--- src/rtl/lap_timer_pkg.sv ---
// rtl/lap_timer_pkg.sv - shared widths, field limits, FSM encoding and time packing for the lap timer
package lap_timer_pkg;
    localparam int TIME_W  = 21;
    localparam int FIELD_W = 7;
    localparam int CS_MAX  = 99;
    localparam int SEC_MAX = 59;

    typedef logic [TIME_W-1:0]  lap_time_t;
    typedef logic [FIELD_W-1:0] time_field_t;

    localparam logic [0:0] ST_IDLE = 1'b0;
    localparam logic [0:0] ST_RUN  = 1'b1;

    function automatic lap_time_t pack_time(input time_field_t i_min,
                                            input time_field_t i_sec,
                                            input time_field_t i_cs);
        return {i_min, i_sec, i_cs};
    endfunction
endpackage

--- src/rtl/lap_time_base.sv ---
// rtl/lap_time_base.sv - centisecond prescaler and cascaded cs/sec/min counters
// Zeroing has priority over a tick in the same cycle; the count holds at MAX_MIN:59:99.
module lap_time_base
    import lap_timer_pkg::*;
#(
    parameter int CLK_DIV = 500000,
    parameter int MAX_MIN = 99
) (
    input  logic              clk,
    input  logic              rst,
    input  logic              i_run,
    input  logic              i_zero,
    output logic              o_tick,
    output logic [TIME_W-1:0] o_time
);
    localparam int PRE_W = (CLK_DIV > 1) ? $clog2(CLK_DIV) : 1;
    localparam logic [PRE_W-1:0] PRE_LAST = PRE_W'(CLK_DIV - 1);
    localparam time_field_t CS_LAST  = FIELD_W'(CS_MAX);
    localparam time_field_t SEC_LAST = FIELD_W'(SEC_MAX);
    localparam time_field_t MIN_LAST = FIELD_W'(MAX_MIN);

    logic [PRE_W-1:0] r_pre;
    time_field_t      r_min;
    time_field_t      r_sec;
    time_field_t      r_cs;
    logic             w_at_max;

    assign o_tick   = i_run && (r_pre == PRE_LAST);
    assign w_at_max = (r_min == MIN_LAST) && (r_sec == SEC_LAST) && (r_cs == CS_LAST);
    assign o_time   = pack_time(r_min, r_sec, r_cs);

    always_ff @(posedge clk or posedge rst) begin
        if (rst) begin
            r_pre <= '0;
            r_min <= '0;
            r_sec <= '0;
            r_cs  <= '0;
        end else if (i_zero) begin
            r_pre <= '0;
            r_min <= '0;
            r_sec <= '0;
            r_cs  <= '0;
        end else if (i_run) begin
            r_pre <= o_tick ? '0 : r_pre + 1'b1;
            if (o_tick && !w_at_max) begin
                if (r_cs != CS_LAST) begin
                    r_cs <= r_cs + 1'b1;
                end else begin
                    r_cs <= '0;
                    if (r_sec != SEC_LAST) begin
                        r_sec <= r_sec + 1'b1;
                    end else begin
                        r_sec <= '0;
                        r_min <= r_min + 1'b1;
                    end
                end
            end
        end
    end
endmodule

--- src/rtl/lap_timer_core.sv ---
// rtl/lap_timer_core.sv - multi-lap laser timer: break detect, run FSM, best/last lap and ring history
module lap_timer_core
    import lap_timer_pkg::*;
#(
    parameter int CLK_DIV     = 500000,
    parameter int LOCKOUT_SEC = 5,
    parameter int MAX_MIN     = 99,
    parameter int LAP_DEPTH   = 8,
    parameter int CNT_W       = 8
) (
    input  logic                         master_clk,
    input  logic                         rs,
    input  logic                         laser_detector,
    input  logic                         clear,
    output logic                         running,
    output logic                         lockout,
    output logic [TIME_W-1:0]            cur_time,
    output logic                         lap_strobe,
    output logic [TIME_W-1:0]            last_lap,
    output logic [TIME_W-1:0]            best_lap,
    output logic                         best_valid,
    output logic [CNT_W-1:0]             lap_count,
    output logic                         overflow,
    input  logic                         rd_en,
    input  logic [$clog2(LAP_DEPTH)-1:0] rd_idx,
    output logic [TIME_W-1:0]            rd_data,
    output logic                         rd_hit
);
    localparam int IDX_W = $clog2(LAP_DEPTH);
    localparam int CMP_W = (CNT_W > IDX_W) ? CNT_W : IDX_W;
    localparam lap_time_t LOCK_TIME = pack_time(FIELD_W'(LOCKOUT_SEC / 60),
                                                FIELD_W'(LOCKOUT_SEC % 60), FIELD_W'(0));
    localparam lap_time_t MAX_TIME  = pack_time(FIELD_W'(MAX_MIN), FIELD_W'(SEC_MAX),
                                                FIELD_W'(CS_MAX));

    logic              r_sync1;
    logic              r_sync2;
    logic              r_sync_d;
    logic              r_brk;
    logic [0:0]        r_state;
    logic [TIME_W-1:0] r_last_lap;
    logic [TIME_W-1:0] r_best_lap;
    logic              r_best_valid;
    logic [CNT_W-1:0]  r_lap_count;
    logic              r_overflow;
    logic              r_lap_strobe;
    logic [IDX_W-1:0]  r_wr_ptr;
    logic [TIME_W-1:0] r_hist [LAP_DEPTH];
    logic [TIME_W-1:0] r_rd_data;
    logic              r_rd_hit;

    logic              w_tick;
    logic [TIME_W-1:0] w_cur_time;
    logic              w_running;
    logic              w_lockout;
    logic              w_start;
    logic              w_lap;
    logic              w_zero;
    logic              w_rd_hit;
    logic [IDX_W-1:0]  w_rd_addr;

    lap_time_base #(
        .CLK_DIV (CLK_DIV),
        .MAX_MIN (MAX_MIN)
    ) u_time_base (
        .clk    (master_clk),
        .rst    (rs),
        .i_run  (w_running),
        .i_zero (w_zero),
        .o_tick (w_tick),
        .o_time (w_cur_time)
    );

    // Idles high (beam intact); clear deliberately leaves this path untouched.
    always_ff @(posedge master_clk or posedge rs) begin
        if (rs) begin
            r_sync1  <= 1'b1;
            r_sync2  <= 1'b1;
            r_sync_d <= 1'b1;
            r_brk    <= 1'b0;
        end else begin
            r_sync1  <= laser_detector;
            r_sync2  <= r_sync1;
            r_sync_d <= r_sync2;
            r_brk    <= r_sync_d & ~r_sync2;
        end
    end

    assign w_running = (r_state == ST_RUN);
    assign w_lockout = w_running && (w_cur_time < LOCK_TIME);
    assign w_start   = !clear && !w_running && r_brk;
    assign w_lap     = !clear && w_running && r_brk && !w_lockout;
    assign w_zero    = clear || w_start || w_lap;
    assign w_rd_addr = r_wr_ptr - IDX_W'(1) - rd_idx;
    // rd_idx never reaches LAP_DEPTH, so comparing against lap_count alone covers min(lap_count, LAP_DEPTH).
    assign w_rd_hit  = CMP_W'(rd_idx) < CMP_W'(r_lap_count);

    always_ff @(posedge master_clk or posedge rs) begin
        if (rs) begin
            r_state      <= ST_IDLE;
            r_last_lap   <= '0;
            r_best_lap   <= '0;
            r_best_valid <= 1'b0;
            r_lap_count  <= '0;
            r_overflow   <= 1'b0;
            r_lap_strobe <= 1'b0;
            r_wr_ptr     <= '0;
            r_rd_data    <= '0;
            r_rd_hit     <= 1'b0;
            for (int i = 0; i < LAP_DEPTH; i++) r_hist[i] <= '0;
        end else if (clear) begin
            r_state      <= ST_IDLE;
            r_last_lap   <= '0;
            r_best_lap   <= '0;
            r_best_valid <= 1'b0;
            r_lap_count  <= '0;
            r_overflow   <= 1'b0;
            r_lap_strobe <= 1'b0;
            r_wr_ptr     <= '0;
            r_rd_data    <= '0;
            r_rd_hit     <= 1'b0;
            for (int i = 0; i < LAP_DEPTH; i++) r_hist[i] <= '0;
        end else begin
            r_lap_strobe <= 1'b0;
            if (w_start) begin
                r_state      <= ST_RUN;
                r_lap_count  <= '0;
                r_best_valid <= 1'b0;
                r_overflow   <= 1'b0;
                r_wr_ptr     <= '0;
            end else if (w_lap) begin
                r_last_lap         <= w_cur_time;
                r_hist[r_wr_ptr]   <= w_cur_time;
                r_wr_ptr           <= r_wr_ptr + 1'b1;
                if (!r_best_valid || (w_cur_time < r_best_lap)) r_best_lap <= w_cur_time;
                r_best_valid       <= 1'b1;
                if (r_lap_count != {CNT_W{1'b1}}) r_lap_count <= r_lap_count + 1'b1;
                r_lap_strobe       <= 1'b1;
                r_overflow         <= 1'b0;
            end else if (w_tick && (w_cur_time == MAX_TIME)) begin
                r_overflow <= 1'b1;
            end
            // Reads see the pre-write history because the write above lands on the same edge.
            r_rd_hit  <= rd_en && w_rd_hit;
            r_rd_data <= (rd_en && w_rd_hit) ? r_hist[w_rd_addr] : '0;
        end
    end

    assign running    = w_running;
    assign lockout    = w_lockout;
    assign cur_time   = w_cur_time;
    assign lap_strobe = r_lap_strobe;
    assign last_lap   = r_last_lap;
    assign best_lap   = r_best_lap;
    assign best_valid = r_best_valid;
    assign lap_count  = r_lap_count;
    assign overflow   = r_overflow;
    assign rd_data    = r_rd_data;
    assign rd_hit     = r_rd_hit;
endmodule

--- config.mk ---
export PLATFORM = sky130hd
export DESIGN_NAME = lap_timer_core
export DESIGN_NICKNAME = d
export VERILOG_FILES = /design/src/rtl/lap_timer_pkg.sv /design/src/rtl/lap_time_base.sv /design/src/rtl/lap_timer_core.sv
export SDC_FILE = /design/constraint.sdc
export NUM_CORES = 1
export LEC_CHECK = 0
export ABC_AREA = 1
export CELL_PAD_IN_SITES_DETAIL_PLACEMENT = 1
export CELL_PAD_IN_SITES_GLOBAL_PLACEMENT = 2
export CORE_MARGIN = 2
export CORE_UTILIZATION = 32
export CTS_CLUSTER_SIZE = 28
export DETAILED_ROUTE_END_ITERATION = 16
export GPL_TIMING_DRIVEN = 1
export HOLD_SLACK_MARGIN = 0.02
export PLACE_DENSITY = 0.82
export SLEW_MARGIN = 30
export SYNTH_ARGS = -nofsm -noshare
export SYNTH_HDL_FRONTEND = slang
export SYNTH_SLANG_ARGS = --single-unit
--- constraint.sdc ---
create_clock -name master_clk -period 9.9 [get_ports master_clk]
set_clock_uncertainty 0.05 [all_clocks]
set_input_delay 1.98 -clock master_clk [delete_from_list [all_inputs] [get_ports master_clk]]
set_output_delay 1.98 -clock master_clk [all_outputs]
set_load 0.02 [all_outputs]
* Yosys cells after proc, flatten, opt, wreduce, memory -nomap -nowiden
Cells that the tools add are included. W data, S select, Z words.
Storage, ports and cells: memory bits (writable) 0, latch bits 0, output and inout bits 98, memories kept 0, register bits after elaboration 291, bits in read-only memories 0, word-level logic and storage cells 145
Cells by class: multiply operators 0, order comparisons 6, div/mod/pow operators 0, bitwise logic cells 4, shift operators 0, add/sub/neg operators 8, reductions and logical operators 35, mux-type cells 55, eq/ne operators 11
Operators by type and width (number):
- $mux W168 | 3
- $mux W21 | 12
- $bwmux W168 | 1
- $mux W7 | 14
- $bmux W21 S3 | 1
- $demux W21 S3 | 1
- $mux W19 | 3
- $mux W8 | 4
- $add A7 B1 Y7 const B | 3
- $eq A21 B21 Y1 const B | 1
- $lt A21 B10 Y1 const B | 1
- $lt A21 B21 Y1 | 1
- $add A19 B1 Y19 const B | 1
- $eq A19 B19 Y1 const B | 1
- $eq A7 B7 Y1 const B | 2
- $logic_and A1 B1 Y1 | 13
- $mux W1 | 13
- $reduce_bool A2 Y1 | 5
- $mux W3 | 3
- $add A8 B1 Y8 const B | 1
- $ge A4 B4 Y1 const B | 2
- $lt A3 B8 Y1 | 1
- $ne A8 B8 Y1 const B | 1
- $not A3 Y4 | 2
- other kinds (18) | 29

* Logic depth before layout (Yosys ltp)
Gate-level depths: netlist (run 1).
word-level depth 9, mapped depth 15

* Modules after synthesis
From an unflattened synthesis (run 1), not the netlist that was laid out.
Second synthesis, totals: cells, all modules 1909, area total of the unflattened synthesis 14765.4 sq um
By module, submodules not included:
- lap_timer_core | times used 1, cells each 1540, area each 12182.9 sq um
- lap_time_base | times used 1, cells each 369, area each 2582.5 sq um

* Worst setup path after synthesis (run 1)
OpenSTA, ideal clock, no wires.
path type input to register, start input port rd_idx[0], end register r_rd_data[10], in the netlist rd_data[10], path buffers 2, setup slack 6.047 ns, stages on the path 10, library setup time 0.131 ns, arrival 3.672 ns, cell sequence inv_1 ha_1 inv_1 fa_1 clkbuf_1 buf_1 o211ai_1 o21a_1 o21ai_0 nor2_1
Between the ends: cells in the longest elaborated chain, start to end 7, elaborated cells on any way between the ends 9, those cells by class 1 x add/sub; 1 x order compare; 5 x mux; 1 x bitwise; 1 x reduce/logical
Ends and longest elaborated chain:
- start: declaration | line lap_timer_core.sv:25 | input logic [$clog2(LAP_DEPTH)-1:0] rd_idx,
- $sub A3 B3 Y3 | line lap_timer_core.sv:94 | assign w_rd_addr = r_wr_ptr - IDX_W'(1) - rd_idx;
- $not A3 Y4 (implied by the code) | line lap_timer_core.sv:145 | r_rd_data <= (rd_en && w_rd_hit) ? r_hist[w_rd_addr] : '0;
- $bmux W21 S3 | line lap_timer_core.sv:145
- $mux W21 (implied by the code) (2 in series) | line lap_timer_core.sv:145
- $mux W21 * | line lap_timer_core.sv:145
- $mux W21 * | line lap_timer_core.sv:111 | end else if (clear) begin
- end signal: assignment | line lap_timer_core.sv:145
- end: declaration | line lap_timer_core.sv:49 | logic [TIME_W-1:0] r_rd_data;
Mark *: on every way between the ends. The rest lies on a longest branch, timed or not. The select of a mux whose other input is x is not followed. A chain may end at the register's enable or synchronous reset.

* Worst setup path in the final report (run 1)
start input port clear, end register u_time_base.r_min[1]
Between the ends: cells in the longest elaborated chain, start to end 7, elaborated cells on any way between the ends 14, those cells by class 2 x eq/ne; 1 x mux; 11 x reduce/logical
Ends and longest elaborated chain:
- start: declaration | line lap_timer_core.sv:14 | input logic clear,
- $logic_not A1 Y1 | line lap_timer_core.sv:91, lap_timer_core.sv:92
- $logic_and A1 B1 Y1, on equally long branches (2 in series) | line lap_timer_core.sv:91, lap_timer_core.sv:92
- $logic_or A1 B1 Y1 / $logic_and A1 B1 Y1 (equally long branches) | line lap_timer_core.sv:93, lap_timer_core.sv:92
- $logic_or A1 B1 Y1 * | line lap_timer_core.sv:93 | assign w_zero = clear || w_start || w_lap;
- $ne A2 B1 Y1 (no line) / $reduce_bool A2 Y1 (equally long branches)
- $reduce_and A4 Y1 (no line)
- end signal: assignment | line lap_time_base.sv:54 | r_min <= r_min + 1'b1;
- end: declaration | line lap_time_base.sv:23 | time_field_t r_min;
Mark *: on every way between the ends. The rest lies on a longest branch, timed or not.

==> results.txt, run 1 <==
fin area = 16700 sq um
Final Cycle Share = 0.525
Yosys warning count = 0
Port Buffer Count = 105
clk slew on worst S/H paths = 60 ps
Die ar. = 45200 sq um
crit path capture type = flip-flop
max-cap violations = 0
area of the multi-input gates = 5180 sq um
HP Class = reg -> reg
first-pass GRT wire length = 72.9 mm
post-synthesis mux area share = 0
WS Path Type = in -> reg
Post-Syn Area = 13900 sq um
TritonCTS clock tree = yes
Seq pwr share = 0.441
largest family of logic cells by synthesized area = simple AND/OR/NAND/NOR gates
Crit path required time = 10270 ps
post-synthesis simple-gate area fraction = 0.168
worst path bufs/invs = 2
# placed instances = 2270
clk sink count = 291
Synth top area share = 0.517
synthesized flop and latch total = 291
post-CTS setup repair buffer count = 0
critical path's largest stage delay = 660 ps
Clock Tree Buf Depth = 3
ranking of synthesized cells by area = dfrtp_1 52%, o22ai_1 7.6%, inv_1 7.6%
clock share of power = 0.476
cell count after synthesis = 1660
outcome = completed
total CTS buffers = 35
GRT Overall Usage = 0.207
share of post-route cells with drive strength above 1 = 0.0520
hold buffers post-CTS = 0
NetSw = 699 uW
Post-DRT Antenna Nets = 0
area leader, netlist = dfrtp_1
combinational group share of total power = 0.084
Pwr per Cell Area = 165 nW/um^2
num ports = 106
post-CTS sizing = 0
Fmax achieved = 192 MHz
post-synthesis xor/xnor area fraction = 0.0138
register area share after synthesis = 0.523
worst-path cell chain = clkdlybuf4s50_1 > nor3_4 > nand2_2 > nand2_2 > inv_2 > nand2_1 > nand2_1 > nand2_1 > nand2_1
mean post-synth cell area = 8.39 sq um
Pre-antenna DRT Iters = 5
total congestion overflow = 0
Final setup viols = 0
htree depth = 2
clock latency on the worst-skew pair = 530 ps
Most common cell on crit path = nand2_1
synthesis-to-layout area growth = 19.7%
DR vias/cell = 5.14
Crit-path slowest cell = nor3_4
vias = 11995
post-route minimum period = 5200 ps
Worst EP arrival = 5570 ps
initial antenna violation count = 0
final wirelength = 45.7 mm
Synth cell types = 33
diode count = 0
P_leak = 7.39 nW
Max VDD drop = 0.0958 mV
fin cells = 2334
CP Launch Type = input port
Post-Synth Adder-Cell Area = 0.0284
setup_tns = 0 ps
Fill cells = 5083
vias in the first global route = 12520
die height = 213 microns
initial drt markers = 778
internal power = 2.05 mW
Post-layout nets = 1762
root buffer cell = clkbuf_16
Fin. Hold Viols = 0
crit-path max FO = 35
cell row count = 76
Compound-Gate Fraction of Synth Area = 0.160
Top delay family on crit path = simple AND/OR/NAND/NOR gates
GP Congestion = 0.800
Worst Tran Pin Value = 986 ps
Max Slew Vio Count = 0
DR WL/cell = 19.6 microns
switching portion of total power = 0.254
post-detail-place hpwl = 28.9 mm
DRC viols = 0
Core Area = 43000 sq um
Slew HR = 0.342
Post-Syn Nets = 1699
Pwr Total = 2.75 mW
Die Wd = 213 microns
largest net degree at the start of global routing = 168
RSZ-0062 raised after global routing = false
Seq. cell area = 7290 sq um
placed inst area = 15500 sq um
initial core utilization = 0.324
## power groups by stage
stage / clock [mW] / combinational (mW) / sequential, mW
2_1_floorplan: 0 / 0.142 / 1.24
3_3_place_gp: 0 / 0.226 / 1.23
3_5_place_dp: 0 / 0.231 / 1.23
4_1_cts: 1.34 / 0.232 / 1.21
5_1_grt: 1.39 / 0.258 / 1.21
6_report: 1.31 / 0.230 / 1.21
## cells in the final DEF (no fill, tap or decap), types with 29 or more instances in the layout
cell             instances
nand2_1                279
a21oi_1                 57
o21ai_0                 64
o22ai_1                170
nand3_1                 68
dfrtp_1                288
clkdlybuf4s50_1        105
o211ai_1                42
clkbuf_16               36
ha_1                    29
inv_1                  279
nand4_1                 40
nor2_1                 143
## synthesized netlist by cell type, drive strengths merged
master    n
a211oi    1
a21o      1
a21oi    57
buf      25
clkbuf   74
clkinv    1
dfrtp   288
dfstp     3
fa        1
ha       30
inv     289
nand2   281
nand3    68
nand3b    1
nand4    40
nor2    144
nor3     22
nor4      2
o211ai   43
o21a     21
o21ai    73
o21bai    1
o22ai   170
or2       2
xnor2     6
xor2     16
## cell families (layout without fill, tap and decap cells)
family	after synthesis	in the layout
DFF	291	291
and+or+nand+nor	560	560
AOI/OAI and AO/OA	367	367
xor gates and xnor gates	22	22
adders and majority gates	31	31
buffers and inverters	389	478
## worst paths after layout
check | slack, ps | end | startpoint | cells past startpoint
setup / recovery | 4700 | u_time_base.r_min[1] | clear | 9
hold / removal | 310 | r_sync2 | r_sync1 | 0
setup reg to reg | 5720 | u_time_base.r_min[1] | u_time_base.r_sec[0] | 12
hold reg to reg | 310 | r_sync2 | r_sync1 | 0
max in group asynchronous | 6320 | r_hist[160] | rs | 5
min in group asynchronous | 1820 | rd_data[16] | rs | 3
## per-stage QoR
| step | hold WS, ps | worst slack, ps | util |
|---|---|---|---|
| 6_report | 309 | 4700 | 0.388 |
| 4_1_cts | 312 | 4810 | 0.387 |
| 3_3_place_gp | 301 | 4400 | 0.360 |
| 3_5_place_dp | 300 | 4260 | 0.360 |
| 2_1_floorplan | 295 | 4010 | - |
| 5_1_grt | 315 | 4360 | 0.388 |
## registers in the layout, summed over array words and instances (netlist names), 3 cells and up
register,count
u_time_base.r_sec,7
u_time_base.r_min,7
u_time_base.r_pre,19
r_hist,168
rd_data,21
best_lap,21
u_time_base.r_cs,7
lap_count,8
last_lap,21
r_wr_ptr,3
## area by class of cell
type                            count  area share
Multi-Input combinational cell    980       0.311
Clock buffer                       55      0.0607
Sequential cell                   291       0.437
Clock inverter                      8     0.00803
Timing Repair Buffer              125      0.0742
Inverter                          290      0.0655
Tap cell                          585      0.0439
## layer usage
layer	track usage	part of all wire	vias to the layer above
li1	-	-	5576
met1	0.293	0.48	6142
met2	0.329	0.47	217
met3	0.0331	0.041	60
met4	0.0557	0.017	0
met5	0	0	-
Power figures use the tool's default switching activity.
==> run 2: changes to the inputs <==
Settings changed: CORE_UTILIZATION 32 to 36, PLACE_DENSITY 0.82 to 0.87.
Clock period 9.9 ns to 5.33 ns, I/O delays scaled along.
==> run 2 against run 1 <==
Effect of this change:
- first-iteration DRC count decreased by 12%
- global-route usage is 2.1 points higher
- largest cell class unchanged
- die area down 11%
- critical path depth decreased by 2
- combinational power increased by 89%
- clock power rose by 92%
- clock-buffer cell count shrank 4
- flip-flop and latch count is the same
- via count up 0.65%
==> results.txt, run 2 (synthesis results as in run 1) <==
commonest non-fill, non-tap cell in the layout = dfrtp_1
initial drt markers = 687 (-12%)
crit path capture type = primary output
Die ar. = 40300 sq um (-11%)
Port Buffer Count = 105 (unchanged)
DRC viols = 0 (unchanged)
CP Launch Type = flip-flop
largest reg by FF count = r_hist
share of post-route cells with drive strength above 1 = 0.0641 (+0.0121)
Post-DRT Antenna Nets = 0 (unchanged)
M3 GR Usage = 0.0310 (-0.00208)
Pre-antenna DRT Iters = 4 (-1)
cell row count = 72 (-5.3%)
Crit-path slowest cell = clkdlybuf4s50_1
post-route minimum period = 3790 ps
setup_tns = 0 ps (unchanged)
total congestion overflow = 0 (unchanged)
root buffer cell = clkbuf_16
HP Class = reg -> reg
final wirelength = 45.4 mm (-0.74%)
initial core utilization = 0.363 (+0.0389)
crit-path max FO = 18 (-49%)
Final Cycle Share = 0.712
clk sink count = 291 (unchanged)
htree depth = 2 (unchanged)
DR WL/cell = 19.9 microns (+1.6%)
TritonCTS clock tree = yes
vias = 12073 (+0.65%)
Fill cells = 4563 (-10%)
Max VDD drop = 0.217 mV (+130%)
Worst EP arrival = 2680 ps (-2890 ps)
Worst Tran Pin Value = 1010 ps (+21.4 ps)
Slew HR = 0.327 (-0.0143)
post-CTS setup repair buffer count = 0 (unchanged)
clock latency on the worst-skew pair = 530 ps (about the same)
worst path bufs/invs = 3 (+1)
Fmax achieved = 264 MHz
num ports = 106 (unchanged)
initial antenna violation count = 0 (unchanged)
Post-layout nets = 1774 (+0.68%)
worst-path cell chain = inv_1 > ha_1 > nor2_1 > nor3_1 > nand2_1 > inv_1 > clkdlybuf4s50_1
largest net degree at the start of global routing = 102 (-39%)
die height = 201 microns (-5.6%)
RSZ-0062 raised after global routing = false
GR met2 Demand/Resource = 0.393 (+0.0633)
Fin. Hold Viols = 0 (unchanged)
Top delay family on crit path = buffers and inverters
Most common cell on crit path = inv_1
GR Util met1 = 0.305 (+0.0115)
WS Path Type = reg -> out
diode count = 0 (unchanged)
critical path's largest stage delay = 620 ps (-40 ps)
post-detail-place hpwl = 29.6 mm (+2.2%)
setup ws final = 1540 ps (-3170 ps)
synthesis-to-layout area growth = 20.7%
Final setup viols = 0 (unchanged)
max-cap violations = 0 (unchanged)
pre-CTS WS = 1290 ps (-2970 ps)
total CTS buffers = 35 (unchanged)
placed inst area = 15600 sq um (+0.48%)
outcome = completed
vias in the first global route = 12873 (+2.8%)
Core Area = 38400 sq um (-11%)
Seq. cell area = 7290 sq um (unchanged)
Max Slew Vio Count = 0 (unchanged)
GRT Max-Usage Layer = met2
fin area = 16800 sq um (+0.87%)
GRT Overall Usage = 0.228 (+0.0211)
Crit path required time = 4210 ps (-6060 ps)
most frequent cells in the layout = 288 x dfrtp_1, 280 x inv_1, 279 x nand2_1
clk slew on worst S/H paths = 60 ps (about the same)
post-CTS sizing = 0 (unchanged)
P_leak = 7.52 nW (+1.7%)
GP Congestion = 0.786 (-1.8%)
Largest register FFs = 168 (unchanged)
hold buffers post-CTS = 0 (unchanged)
Clock Tree Buf Depth = 3 (unchanged)
DR vias/cell = 5.30 (+3.0%)
Die Wd = 201 microns (-5.6%)
first-pass GRT wire length = 72.8 mm (-0.20%)
Pwr per Cell Area = 309 nW/um^2 (+87%)
area of the multi-input gates = 5180 sq um (about the same)
## run 2: path summary, 6_finish.rpt
path	start	end	slack, ps	cells past startpoint
max	u_time_base.r_sec[0]	lockout	1540	7
max in group asynchronous	rs	best_lap[11]	3290	3
min	r_sync1	r_sync2	310	0
max reg2reg	u_time_base.r_sec[0]	r_hist[115]	1960	9
min in group asynchronous	rs	u_time_base.r_pre[9]	930	2
min reg2reg	r_sync1	r_sync2	310	0
## run 2: final cells by class
class / instances / share of cell area
clock buffers: 51 / 0.0635
clock inverters: 13 / 0.00938
inverters: 290 / 0.0650
multi-input cells: 980 / 0.308
flip-flops and latches: 291 / 0.433
well taps: 518 / 0.0385
repair buffers: 137 / 0.0824
## run 2: metrics by stage
stage / total power, mW / hold WS (ps) / std cells / utilization
2_1_floorplan: 2.56 / 295 / 1660 / -
5_1_grt: 5.39 / 310 / 2280 / 0.438
3_3_place_gp: 2.72 / 296 / 2215 / 0.405
6_report: 5.20 / 305 / 2280 / 0.438
4_1_cts: 5.26 / 306 / 2279 / 0.437
3_5_place_dp: 2.73 / 298 / 2215 / 0.406
## run 2: layer usage
| layer | part of all wire | up-vias |
|---|---|---|
| met5 | 0 | - |
| met4 | 0.022 | 0 |
| met3 | 0.042 | 57 |
| met2 | 0.49 | 221 |
| met1 | 0.45 | 6188 |
| li1 | - | 5607 |
## run 2: power breakdown
part / internal [mW] / switching, mW
logic: 0.139 / 0.295
registers: 2.23 / 0.0270
clock network: 1.54 / 0.973
total: 3.91 / 1.30
